### config.mk
export PLATFORM = sky130hd
export DESIGN_NAME = uart_rx
export DESIGN_NICKNAME = d
export VERILOG_FILES = /design/src/rtl/uart_pkg.sv /design/src/rtl/sync2.sv /design/src/rtl/uart_rx.sv
export SDC_FILE = /design/constraint.sdc
export NUM_CORES = 1
export LEC_CHECK = 0
export ABC_AREA = 1
export ABC_CLOCK_PERIOD_IN_PS = 2900
export CAP_MARGIN = 20
export CORE_MARGIN = 5
export CORE_UTILIZATION = 35
export CTS_BUF_LIST = sky130_fd_sc_hd__clkbuf_4
export CTS_CLUSTER_DIAMETER = 30
export CTS_CLUSTER_SIZE = 8
export DETAILED_ROUTE_END_ITERATION = 10
export HOLD_SLACK_MARGIN = 0.1
export PLACE_DENSITY = 0.53
export SYNTH_ARGS = -nofsm -noshare
export SYNTH_HDL_FRONTEND = slang
export SYNTH_SLANG_ARGS = --single-unit
### constraint.sdc
create_clock -name clk -period 2.9 [get_ports clk]
set_input_delay 0.87 -clock clk [delete_from_list [all_inputs] [get_ports clk]]
set_output_delay 0.87 -clock clk [all_outputs]
set_load 0.03 [all_outputs]
### src/rtl/uart_pkg.sv
// Shared definitions for the uart transmitter and receiver: line timing,
// frame shape and the receiver state encoding.
package uart_pkg;

  localparam int CLKFREQ      = 12000000;
  localparam int BAUD_DEFAULT = 9600;

  localparam int DATA_BITS = 8;
  localparam int STOP_BITS = 1;

  typedef enum logic [2:0] {
    IDLE,
    START,
    DATA,
    STOP,
    BREAK
  } rx_state_t;

  function automatic int clks_per_bit(input int freq, input int baud);
    return freq / baud;
  endfunction

endpackage

### src/rtl/sync2.sv
// Two-flop synchronizer for an asynchronous input pin; both flops reset to
// RESET_VAL so the synchronized value is defined from the first cycle.
module sync2 #(
  parameter bit RESET_VAL = 1'b1
) (
  input  logic clk,
  input  logic rst_n,
  input  logic d,
  output logic q
);

  logic meta;

  always_ff @(posedge clk or negedge rst_n) begin
    if (!rst_n) begin
      meta <= RESET_VAL;
      q    <= RESET_VAL;
    end else begin
      meta <= d;
      q    <= meta;
    end
  end

endmodule

### src/rtl/uart_rx.sv
// 8N1 UART receiver: synchronizes rx, samples each bit at mid-cell and
// presents the recovered byte with a one-cycle valid (or frame_err) strobe.
module uart_rx
  import uart_pkg::*;
#(
  parameter int CLK_FREQ = CLKFREQ,
  parameter int BAUD     = BAUD_DEFAULT
) (
  input  logic       clk,
  input  logic       rst_n,
  input  logic       rx,
  output logic [7:0] data,
  output logic       valid,
  output logic       frame_err,
  output logic       busy
);

  localparam int CLKS_PER_BIT = clks_per_bit(CLK_FREQ, BAUD);
  localparam int CNT_W        = $clog2(CLKS_PER_BIT);

  localparam logic [CNT_W-1:0] CNT_MID  = CNT_W'(CLKS_PER_BIT / 2 - 1);
  localparam logic [CNT_W-1:0] CNT_LAST = CNT_W'(CLKS_PER_BIT - 1);
  localparam logic [2:0]       IDX_LAST = 3'(DATA_BITS - 1);

  logic rx_s;

  rx_state_t            state,     state_d;
  logic [CNT_W-1:0]     cnt,       cnt_d;
  logic [2:0]           bit_idx,   bit_idx_d;
  logic [DATA_BITS-1:0] shreg,     shreg_d;
  logic [7:0]           data_d;
  logic                 valid_d,   frame_err_d;

  sync2 #(
    .RESET_VAL(1'b1)
  ) u_sync_rx (
    .clk  (clk),
    .rst_n(rst_n),
    .d    (rx),
    .q    (rx_s)
  );

  // NOTE: every signal written here gets a default first, so no path through
  // the case statement can leave it unassigned and infer a latch.
  always_comb begin
    state_d     = state;
    cnt_d       = cnt + CNT_W'(1);
    bit_idx_d   = bit_idx;
    shreg_d     = shreg;
    data_d      = data;
    valid_d     = 1'b0;
    frame_err_d = 1'b0;

    unique case (state)
      IDLE: begin
        cnt_d = '0;
        if (!rx_s) state_d = START;
      end

      START: begin
        if (cnt == CNT_MID) begin
          cnt_d = '0;
          // A start bit that is high again at mid-cell was only a glitch.
          if (!rx_s) begin
            state_d   = DATA;
            bit_idx_d = '0;
          end else begin
            state_d = IDLE;
          end
        end
      end

      DATA: begin
        if (cnt == CNT_LAST) begin
          cnt_d   = '0;
          shreg_d = {rx_s, shreg[DATA_BITS-1:1]};
          if (bit_idx == IDX_LAST) state_d = STOP;
          else                     bit_idx_d = bit_idx + 3'd1;
        end
      end

      STOP: begin
        if (cnt == CNT_LAST) begin
          cnt_d = '0;
          if (rx_s) begin
            data_d  = shreg;
            valid_d = 1'b1;
            state_d = IDLE;
          end else begin
            frame_err_d = 1'b1;
            state_d     = BREAK;
          end
        end
      end

      BREAK: begin
        // Stay here while the line is held low so a break is not re-framed.
        cnt_d = '0;
        if (rx_s) state_d = IDLE;
      end

      default: begin
        cnt_d   = '0;
        state_d = IDLE;
      end
    endcase
  end

  // NOTE: non-blocking assignments so every register samples pre-edge values
  // and the update order inside the block does not matter.
  always_ff @(posedge clk or negedge rst_n) begin
    if (!rst_n) begin
      state     <= IDLE;
      cnt       <= '0;
      bit_idx   <= '0;
      shreg     <= '0;
      data      <= 8'h00;
      valid     <= 1'b0;
      frame_err <= 1'b0;
    end else begin
      state     <= state_d;
      cnt       <= cnt_d;
      bit_idx   <= bit_idx_d;
      shreg     <= shreg_d;
      data      <= data_d;
      valid     <= valid_d;
      frame_err <= frame_err_d;
    end
  end

  assign busy = (state != IDLE);

endmodule

==> results of run 1 <==
-- worst reg2reg max path, delay by kind of cell (launching register included) --
kind,cells,cell delay (ps)
adders and majority gates,1,180
and+or+nand+nor,6,650
buffers and inverters,2,250
DFF,1,410
-- area by class of cell --
cell class	count	area share
Clock inverter	2	0.00555
Multi-Input combinational cell	137	0.349
Clock buffer	5	0.0185
Sequential cell	37	0.457
Tap cell	70	0.0431
Timing Repair Buffer	13	0.0616
Inverter	35	0.0647
-- synthesized netlist by cell type (all sizes together) --
master,n,area share
nor3,2,0.0056
inv,35,0.073
dfrtp,35,0.49
buf,3,0.019
nand4,6,0.021
xor2,7,0.034
ha,5,0.035
nand3,10,0.031
nor2,31,0.066
nand3b,1,0.0042
xnor2,1,0.0049
o21ai,19,0.067
dfstp,2,0.029
nand2,55,0.13
-- worst paths after layout --
path,from,cells after the start,to,slack [ps]
max,state[2]$_DFFE_PN0P_,3,busy,410
max reg2reg,cnt[1]$_DFF_PN0_,9,cnt[7]$_DFF_PN0_,1310
max in group asynchronous,rst_n,1,data[1]$_DFFE_PN0P_,1770
min in group asynchronous,rst_n,1,data[7]$_DFFE_PN0P_,610
min reg2reg,u_sync_rx.meta$_DFF_PN1_,0,u_sync_rx.q$_DFF_PN1_,360
min,u_sync_rx.meta$_DFF_PN1_,0,u_sync_rx.q$_DFF_PN1_,360
-- power by group through the flow --
stage          Clock, W  Combinational, W  Sequential, W
2_1_floorplan         0        0.00000207       0.000529
3_3_place_gp          0         0.0000151       0.000530
3_5_place_dp          0         0.0000152       0.000530
4_1_cts        0.000269         0.0000152       0.000520
5_1_grt        0.000298         0.0000171       0.000520
6_report       0.000253         0.0000140       0.000520
-- kinds of logic (layout without fill, tap and decap cells) --
logic type,after synthesis,count (layout)
xor+xnor,8,8
compound gates,19,19
flops,37,37
simple gates,105,105
buf+inv,38,55
fa+ha+maj,5,5
-- sequential cells by signal (all words and copies together) (netlist names) --
register and flops:
cnt 11, data 8, shreg 8, bit_idx 3
state 3, frame_err 1, u_sync_rx.meta 1, u_sync_rx.q 1
valid 1
-- per-stage QoR --
step	std cells	setup slack [ps]	utilization	area, sq um
after global placement	292	818	0.393	1980
after floorplan	212	1280	-	1800
final	299	414	0.403	2030
after global routing	299	301	0.403	2030
after CTS	299	385	0.403	2030
after detailed placement	292	781	0.393	1980
-- routing by layer --
layer / wire, um / GRT usage / up-vias
met4: 56 / 0.0449 / 0
met5: 0 / 0 / -
met1: 1670 / 0.169 / 604
met2: 1410 / 0.166 / 12
li1: - / - / 686
met3: 122 / 0.0384 / 5
==> reports/metrics.yaml, run 1 <==
status:
  status: "finished, final reports clean"
power:
  power.total_w: 0.000787
  power_frac_seq: 0.660
  comb_power_share: 0.018
  p_switching_w: 0.000179
  clockPowerShare: 0.322
  cellPowerDensity_mw_per_mm2: 388
  ir_drop_v: 0.000225
  intPower_w: 0.000608
  p_leak_nw: 0.984
  switching_share: 0.228
clock_network:
  cts_buffer_depth: 2
  htree_levels: 2
  path_clk_slew_ps: 100
  cts_sinks: 37
  cts-buffers-inserted: 5
  insertion_delay_ps: 340
  cts_tree: "built"
  post_cts_resize_count: 0
  post_cts_buffers: 0
  root_buffer: "clkbuf_4"
  hold_buffers: 0
critical_path:
  cp-start-kind: "flip-flop"
  worst_ep_arrival_time_ps: 1620
  worstPathCellList: "nor2_2 > nand2_1 > clkdlybuf4s50_1"
  worst-path-buf-inv: 1
  crit_path_end_kind: "primary output"
  criticalPathCategory: "flip-flop to primary output"
  slowest_stage: "clkdlybuf4s50_1"
  required_ps: 2030
  crit_family: "buffers and inverters"
  cpPeakStageDelay_ps: 590
  path_max_fanout: 5
detailed_routing:
  drtPass1Iterations: 4
  wl_per_cell_um: 10.9
  antenna_left: 0
  vias_per_cell: 4.37
  num_vias: 1307
  drc_errors: 0
  dr.first_iter.drc_count: 32
  drt_wl_total_mm: 3.26
synth:
  synthXorXnorAreaFrac: 0.0389
  syn_area_sq_mm: 0.00180
  syn_area_per_cell_sq_um: 8.50
  synth-simple-area-share: 0.253
  synthMuxAreaShare: 0
  ys_seq_area_frac: 0.515
  synth-compound-area-share: 0.0673
  synthAdderAreaFrac: 0.0347
  syn-instance-count: 212
  ys_ff_latch: 37
  ys_types: 21
  synth_top_family_by_area: "simple AND/OR/NAND/NOR gates"
  syn-num-nets: 220
  yosysWarningCount: 0
timing:
  setup_violations: 0
  whs_ps: 361
  min_period_over_period: 0.857
  hold_viol: 0
  final_max_slew_viol_count: 0
  rsz0062_at_grt: "false"
  tns_ps: 0
  max_freq_mhz: 402
  slew_headroom: 0.457
  period_minus_slack_ps: 2490
  fin_worst_skew_ps: 18.7
  max_slew.worst_pin.slew_ps: 815
floorplanning:
  die_y_um: 81.8
  rows: 26
  initial_core_util: 0.358
  core_sq_mm: 0.00504
  dieWidth_um: 81.8
  boundaryPins: 14
  dieArea_sq_mm: 0.00669
placement:
  numPortBuffers: 13
  hpwl_mm: 2.31
  place.gp.congestion: 0.784
cells_and_area:
  drive_above_1_share: 0.109
  seq_area_sq_um: 928
  final_common_cell: "nand2_1"
  nNetsFinal: 237
  area_growth_pct: 12.6
  antennaDiodeCount: 0
  layout_common_cells: "nand2_1, dfrtp_1, inv_1"
  multi_input_area_sq_um: 709
  fill_cells: 523
grt:
  antenna_found_initial: 0
  grt_use_total: 0.119
  grt_pass1_wl_mm: 6.05
  grt_max_degree: 38
  grt_pass1_vias: 1321
  gr-total-overflow: 0
hold_path:
  min_path_type: "flip-flop to flip-flop"
run:
  cap_violations: 0
Power figures use the tool's default switching activity.
==> run 2, diff against run 1 <==
--- a/config.mk
+++ b/config.mk
@@ -15,7 +15,7 @@
 export CTS_CLUSTER_SIZE = 8
 export DETAILED_ROUTE_END_ITERATION = 10
 export HOLD_SLACK_MARGIN = 0.1
-export PLACE_DENSITY = 0.53
+export PLACE_DENSITY = 0.5
 export SYNTH_ARGS = -nofsm -noshare
 export SYNTH_HDL_FRONTEND = slang
 export SYNTH_SLANG_ARGS = --single-unit
==> run 2 against run 1 <==
  * Non-clock buffer count unchanged
  * Setup slack better by 9.6 ps
  * Die area unchanged
  * Via count shrank 0.69%
  * Critical path type unchanged
  * Largest power group unchanged
  * Critical endpoint unchanged
==> reports/metrics.yaml, run 2 (synthesized netlist as in run 1, its figures left out) <==
cells_and_area:
  drive_above_1_share: 0.113
  area_growth_pct: 14.3
  largest_register_ff_count: 11
  post-route-util: 0.409
  layout_common_cells: "nand2_1, dfrtp_1, inv_1"
  regMostFlops: "cnt"
  final_common_cell: "nand2_1"
  largestRegisters: "cnt (11), data (8), shreg (8)"
  fill_cells: 517
  nNetsFinal: 237
  antennaDiodeCount: 0
power:
  power.total_w: 0.000892
  intPower_w: 0.000709
  cellPowerDensity_mw_per_mm2: 433
  switching_share: 0.204
  clockPowerShare: 0.401
  p_switching_w: 0.000182
  ir_drop_v: 0.000223
  comb_power_share: 0.016
  power_frac_seq: 0.583
  p_leak_nw: 1.00
timing:
  final_max_slew_viol_count: 0
  tns_ps: 0
  slew_headroom: 0.452
  rsz0062_at_grt: "false"
  period_minus_slack_ps: 2480
  max_freq_mhz: 404
  fin_worst_skew_ps: 9.50
  min_period_over_period: 0.854
  setup_violations: 0
  hold_viol: 0
  max_slew.worst_pin.slew_ps: 821
floorplanning:
  initial_core_util: 0.358
  core_sq_mm: 0.00504
  boundaryPins: 14
  dieArea_sq_mm: 0.00669
  dieWidth_um: 81.8
  rows: 26
  die_y_um: 81.8
clock_network:
  root_buffer: "clkbuf_4"
  insertion_delay_ps: 340
  cts_tree: "built"
  cts_sinks: 37
  cts_buffer_depth: 2
  hold_buffers: 0
  post_cts_resize_count: 0
  path_clk_slew_ps: 110
  htree_levels: 2
  cts-buffers-inserted: 5
  post_cts_buffers: 0
placement:
  numPortBuffers: 13
  hpwl_mm: 2.16
  place.gp.congestion: 0.768
critical_path:
  worst_ep_arrival_time_ps: 1610
  cp-start-kind: "flip-flop"
  criticalPathCategory: "flip-flop to primary output"
  required_ps: 2030
  crit_path_end_kind: "primary output"
  path_max_fanout: 4
detailed_routing:
  vias_per_cell: 4.33
  num_vias: 1298
  drtPass1Iterations: 4
  dr.first_iter.drc_count: 83
  drt_wl_total_mm: 3.16
  wl_per_cell_um: 10.5
  antenna_left: 0
  drc_errors: 0
grt:
  grt_use_total: 0.111
  gr-total-overflow: 0
  grt_max_degree: 38
  grt_pass1_vias: 1231
  grt_pass1_wl_mm: 5.66
  antenna_found_initial: 0
status:
  status: "finished, final reports clean"
hold_path:
  min_path_type: "flip-flop to flip-flop"
run:
  cap_violations: 0
==> run 2: changes by cell type in the layout (fill, tap and decap cells not counted) <==
cell / previous run / this run
clkinvlp_4: 1 / 0
clkbuf_4: 5 / 6
bufinv_16: 0 / 1
==> run 2: cell type report <==
class / count / area (sq um) / area share
tap: 70 / 87.6 / 0.0425
sequential: 37 / 928 / 0.451
clock inverter: 2 / 33.8 / 0.0164
timing repair buffer: 13 / 125 / 0.0607
inverter: 35 / 131 / 0.0638
multi-input combinational: 137 / 709 / 0.344
clock buffer: 6 / 45.0 / 0.0219
==> run 2: per-stage QoR <==
step | worst slack (ps) | instance area [sq um] | cells | hold WS (ps)
CTS | 395 | 2060 | 300 | 366
global placement | 816 | 1980 | 292 | 346
global route | 339 | 2060 | 300 | 370
finish | 423 | 2060 | 300 | 365
detailed placement | 802 | 1980 | 292 | 348
floorplan | 1280 | 1800 | 212 | 345
==> run 2: final timing paths <==
kind | end | cells past startpoint | slack [ps] | start
max in group asynchronous | shreg[3]$_DFFE_PN0P_ | 1 | 1770 | rst_n
worst min-delay path | u_sync_rx.q$_DFF_PN1_ | 0 | 370 | u_sync_rx.meta$_DFF_PN1_
worst min register to register | u_sync_rx.q$_DFF_PN1_ | 0 | 370 | u_sync_rx.meta$_DFF_PN1_
min in group asynchronous | cnt[3]$_DFF_PN0_ | 1 | 610 | rst_n
worst max-delay path | busy | 3 | 420 | state[0]$_DFFE_PN0P_
worst max register to register | cnt[10]$_DFF_PN0_ | 9 | 1340 | cnt[1]$_DFF_PN0_
==> run 2: power by group through the flow <==
| stage | Combinational [W] | Sequential [W] | Clock [W] |
|---|---|---|---|
| floorplan | 0.00000207 | 0.000529 | 0 |
| global placement | 0.0000154 | 0.000530 | 0 |
| detailed placement | 0.0000153 | 0.000530 | 0 |
| CTS | 0.0000153 | 0.000520 | 0.000375 |
| global route | 0.0000173 | 0.000520 | 0.000396 |
| finish | 0.0000141 | 0.000520 | 0.000358 |
==> run 2: worst max-delay path: stages (launching register included) <==
cell	delay, ps
dfrtp_1	430
nor2_2	190
nand2_1	60
clkdlybuf4s50_1	590
==> run 2: per-layer routing <==
layer | vias up | global-route usage | part of all wire
li1 | 687 | - | -
met1 | 586 | 0.154 | 0.52
met2 | 21 | 0.157 | 0.42
met3 | 4 | 0.0340 | 0.047
met4 | 0 | 0.0498 | 0.017
met5 | - | 0 | 0
==> RTL edit 1 (flow settings as in run 2) <==
`RESET_VAL` is set to 1'b1 in 2 places; all go to 1'b0.
--- a/src/rtl/sync2.sv
+++ b/src/rtl/sync2.sv
@@ -3,3 +3,3 @@
 module sync2 #(
-  parameter bit RESET_VAL = 1'b1
+  parameter bit RESET_VAL = 1'b0
 ) (
--- a/src/rtl/uart_rx.sv
+++ b/src/rtl/uart_rx.sv
@@ -34,3 +34,3 @@
   sync2 #(
-    .RESET_VAL(1'b1)
+    .RESET_VAL(1'b0)
   ) u_sync_rx (
Behaviour: not the same (a bounded check fails within 4 cycles, from zero or initial values and one cycle with rst_n low).
==> RTL edit 1 against run 2 <==
Wire length increased by 1.5%. Worst setup slack got worse by 0.0077 ns. Area after synthesis is 0.14% lower. Sequential cell count stayed put. Maximum frequency fell by 0.31%. Final cell count decreased by 0.33%. Count of clock-buffer cells in the layout shrank 1. Register-to-register slack barely moved. Largest cell class unchanged. Power down 1.8%. Cell area down 0.43%. Die area fell by 0.12%.
==> RTL edit 1: results (changes against run 2) <==
Global route
  – Number of global-route vias before repair: 1272 (+3.3%)
  – M3 GR Usage: 0.0351 (+0.00110)
  – Total Routing Usage GR: 0.113 (+0.00229)
  – Met2 usage: 0.166 (+0.00969)

Cells and area
  – Layout cell share with drive strength beyond 1: 0.105 (-0.00824)
  – Fillers: 509 (-1.5%)
  – Finished Core Util: 0.407 (-0.00174)

Placement
  – GP Congestion: 0.784 (+2.1%)
  – Placed cell area: 1980 µm² (-0.13%)

Synth
  – XOR/XNOR Fraction of Synth Area: 0.0389 (+0.0000540)
  – Sequential fraction of the synthesis area: 0.514 (-0.000674)
  – Complex-gate fraction of the synthesized area: 0.0674 (+0.0000936)
  – Commonest cells in the netlist: nand2_1 (51), dfrtp_1 (37), inv_1 (32)
  – Synth top area cells: dfrtp_1 (51%), nand2_1 (11%), inv_1 (6.7%), nor2_1 (6.3%), ha_1 (3.5%)
  – Post-synthesis adder-cell area fraction: 0.0347 (+0.0000482)
  – Cell variety after synth: 20 (-4.8%)

Route
  – Via-per-instance ratio: 4.26 (-1.6%)
  – Met3 wirelength from detailed routing: 97 µm (-35%)
  – Met2 wire length: 1380 µm (+4.7%)
  – Number of DRC markers in iteration 0: 65 (-22%)
  – WL final: 3210 µm (+1.5%)

Power
  – Switch share: 0.206 (+0.00179)
  – VDD IR max: 0.000212 V (-5.1%)
  – Sequential Power: 519 µW (about the same)

Timing
  – Hold WS: 0.364 ns (-0.00171 ns)
  – Final Skew: 0.0132 ns (+0.00373 ns)
  – Relative slew margins: 0.443 (-0.00966)

Min path
  – Hold_sp: u_sync_rx.meta

Setup path
  – FF-to-FF Start: cnt[1]
  – Critical path fanouts, max: 5 (+1)

Clock network
  – Post CTS Setup Buffer Count: 0 (unchanged)

Run status
  – Status: finished, final reports clean
-- RTL edit 1: final cells by class --
class	count	area share
Timing Repair Buffer	13	0.0610
Clock buffer	5	0.0183
Tap cell	70	0.0427
Inverter	35	0.0640
Sequential cell	37	0.451
Clock inverter	2	0.0171
Multi-Input combinational cell	137	0.346
-- RTL edit 1: path summary, 6_finish.rpt --
path / endpoint / cells after the start
setup reg to reg: cnt[10] / 9
max in group asynchronous: cnt[10] / 1
hold / removal: u_sync_rx.q / 0
hold reg to reg: u_sync_rx.q / 0
min in group asynchronous: state[0] / 1
setup / recovery: busy / 3
-- RTL edit 1: metrics by stage --
step	setup slack [ns]	cells	power, µW
2_1_floorplan	1.28	212	530
3_3_place_gp	0.816	292	544
3_5_place_dp	0.779	292	544
4_1_cts	0.392	299	897
5_1_grt	0.327	299	912
6_report	0.416	299	875
==> RTL edit 2 (settings of run 2) <==
Without the edit above. The 5 states of `rx_state_t` get a one-hot encoding in 5 bits.
--- a/src/rtl/uart_pkg.sv
+++ b/src/rtl/uart_pkg.sv
@@ -10,8 +10,8 @@
 
-  typedef enum logic [2:0] {
-    IDLE,
-    START,
-    DATA,
-    STOP,
-    BREAK
+  typedef enum logic [4:0] {
+    IDLE  = 5'b00001,
+    START = 5'b00010,
+    DATA  = 5'b00100,
+    STOP  = 5'b01000,
+    BREAK = 5'b10000
   } rx_state_t;
Behaviour: no difference found for any inputs over 10 cycles, from zero or initial values and one cycle with rst_n low; not proved beyond that.
==> RTL edit 2 against run 2 <==
First-iteration DRC count fell by 30%. Worst setup slack lost 0.25 ns. Sequential cell count rose by 2. Highest routed layer unchanged. Die area grew 16%. Critical path depth is the same. Largest cell class unchanged. Global-route usage is 0.14 points higher. Cell area up 16%. Wire length rose by 18%. Area after synthesis up 18%. Register-to-register slack got worse by 0.09 ns.
Power is not compared: it rests on default switching activity, and its combinational part moved more than twofold at a synthesized area within 25%.
==> RTL edit 2: results (changes against run 2) <==
Clock network
  – Maximum buffer depth of the clock tree: 2 (unchanged)
  – Clock latency on the worst-skew pair: 0.35 ns
  – Post CTS Setup Buffer Count: 0 (unchanged)
  – Clk slew on worst S/H paths: 0.13 ns (+0.02 ns)
  – CTS root buffer: clkbuf_4

Cells and area
  – Layout cell share with drive strength beyond 1: 0.289 (+0.176)
  – Nets: 253 (+6.8%)
  – Fillers: 599 (+16%)

Min path
  – Worst Hold Path EP: u_sync_rx.q
  – Hold path depth: 0 (unchanged)
  – HP Class: flop to flop

Synth
  – Cell variety after synth: 32 (+52%)
  – Multiplexer area fraction after synthesis: 0 (unchanged)
  – Sequential fraction of the synthesis area: 0.461 (-0.0538)
  – Post-Syn Nets: 235 (+6.8%)
  – Commonest cells in the netlist: nand2_1 (46), dfrtp_1 (36), inv_1 (27)
  – Synth top area cells: dfrtp_1 (42%), nand2_1 (8.1%), inv_1 (4.8%), nor2_4 (4.2%), nand2_2 (3.8%)
  – Yosys warnings: 0 (unchanged)
  – XOR/XNOR Fraction of Synth Area: 0.0330 (-0.00588)
  – Post-synthesis adder-cell area fraction: 0.0294 (-0.00525)
  – Complex-gate fraction of the synthesized area: 0.114 (+0.0469)

Setup path
  – Cell depth of the worst flop-to-flop path: 8 (-1)
  – CP max-delay cell: clkdlybuf4s50_1
  – Critical path fanouts, max: 5 (+1)
  – Reg2reg end: shreg[4]
  – Largest stage delay, worst path: 0.64 ns (+0.05 ns)
  – FF-to-FF setup slack: 1.25 ns (-0.09 ns)
  – CP arrival: 1.85 ns (+0.24 ns)

Timing
  – Final hold violations: 0 (unchanged)
  – Relative slew margins: 0.408 (-0.0448)
  – Final Skew: 0.00929 ns (-0.000216 ns)
  – Hold WS: 0.365 ns (-0.000412 ns)

Global route
  – M3 GR Usage: 0.0254 (-0.00859)
  – Met2 usage: 0.191 (+0.0344)
  – Global-route met1 utilization: 0.136 (-0.0177)
  – Largest net degree at the start of global routing: 40 (+5.3%)
  – Number of global-route vias before repair: 1469 (+19%)
  – First-pass GRT wire length: 6640 µm (+17%)
  – Total Routing Usage GR: 0.112 (+0.00139)

Power
  – Pleak: 0.00107 µW
  – Switch share: 0.369
  – VDD IR max: 0.000343 V

Route
  – WL final: 3740 µm (+18%)
  – Via Count: 1455 (+12%)
  – Number of DRC markers in iteration 0: 58 (-30%)
  – DRT Pass-1 Iters: 4 (unchanged)

Run status
  – Status: finished, final reports clean

Placement
  – GP Congestion: 0.771 (+0.42%)
  – Detailed Place HPWL: 2700 µm (+25%)
  – PortBufs: 13 (unchanged)
## RTL edit 2: metrics by stage
step | utilization | power [µW] | instance area (µm²) | std cells | setup WS, ns
floorplan | - | 985 | 2120 | 227 | 1.04
global placement | 0.391 | 1090 | 2320 | 313 | 0.583
detailed placement | 0.391 | 1090 | 2320 | 313 | 0.561
CTS | 0.405 | 1470 | 2400 | 321 | 0.149
global route | 0.405 | 1540 | 2400 | 321 | 0.101
finish | 0.405 | 1450 | 2400 | 321 | 0.175
## RTL edit 2: final cells by class
class	count	area (µm²)	area share
Timing Repair Buffer	14	133	0.0553
Inverter	37	149	0.0621
Clock buffer	5	37.5	0.0156
Clock inverter	3	43.8	0.0183
Tap cell	75	93.8	0.0391
Sequential cell	39	980	0.408
Multi-Input combinational cell	148	962	0.401
## RTL edit 2: power groups by stage
stage                     logic (µW)  clock network (µW)  registers, µW
after CTS                        451                 393            626
after global routing             494                 413            633
final                            443                 377            626
after detailed placement         451                   0            637
after global placement           456                   0            635
after floorplan                  355                   0            630
## RTL edit 2: worst max-delay path by stage
stage | from | endpoint | slack [ns] | cells past startpoint
floorplan | state[2] | busy | 1.04 | 2
global placement | state[2] | busy | 0.58 | 3
detailed placement | state[2] | busy | 0.56 | 3
CTS | state[2] | busy | 0.15 | 3
global route | state[2] | busy | 0.10 | 3
finish | state[2] | busy | 0.18 | 3
## RTL edit 2: worst max-delay path, delay by kind of cell, from the launching register on
family / cells / cell delay (ns)
buffers and inverters: 1 / 0.64
flip-flops: 1 / 0.45
AND/OR/NAND/NOR: 2 / 0.42
## RTL edit 2: kinds of logic (layout without fill, tap and decap cells)
kind of cell / Yosys count / in the layout
and+or+nand+nor: 101 / 101
buffers and inverters: 40 / 59
AOI/OAI and AO/OA: 34 / 34
xor gates and xnor gates: 8 / 8
DFF: 39 / 39
adders and majority gates: 5 / 5
## RTL edit 2: per-layer routing
| layer | vias up | part of all wire |
|---|---|---|
| met1 | 686 | 0.48 |
| li1 | 752 | - |
| met2 | 11 | 0.49 |
| met4 | 0 | 0.016 |
| met3 | 6 | 0.017 |
| met5 | - | 0 |
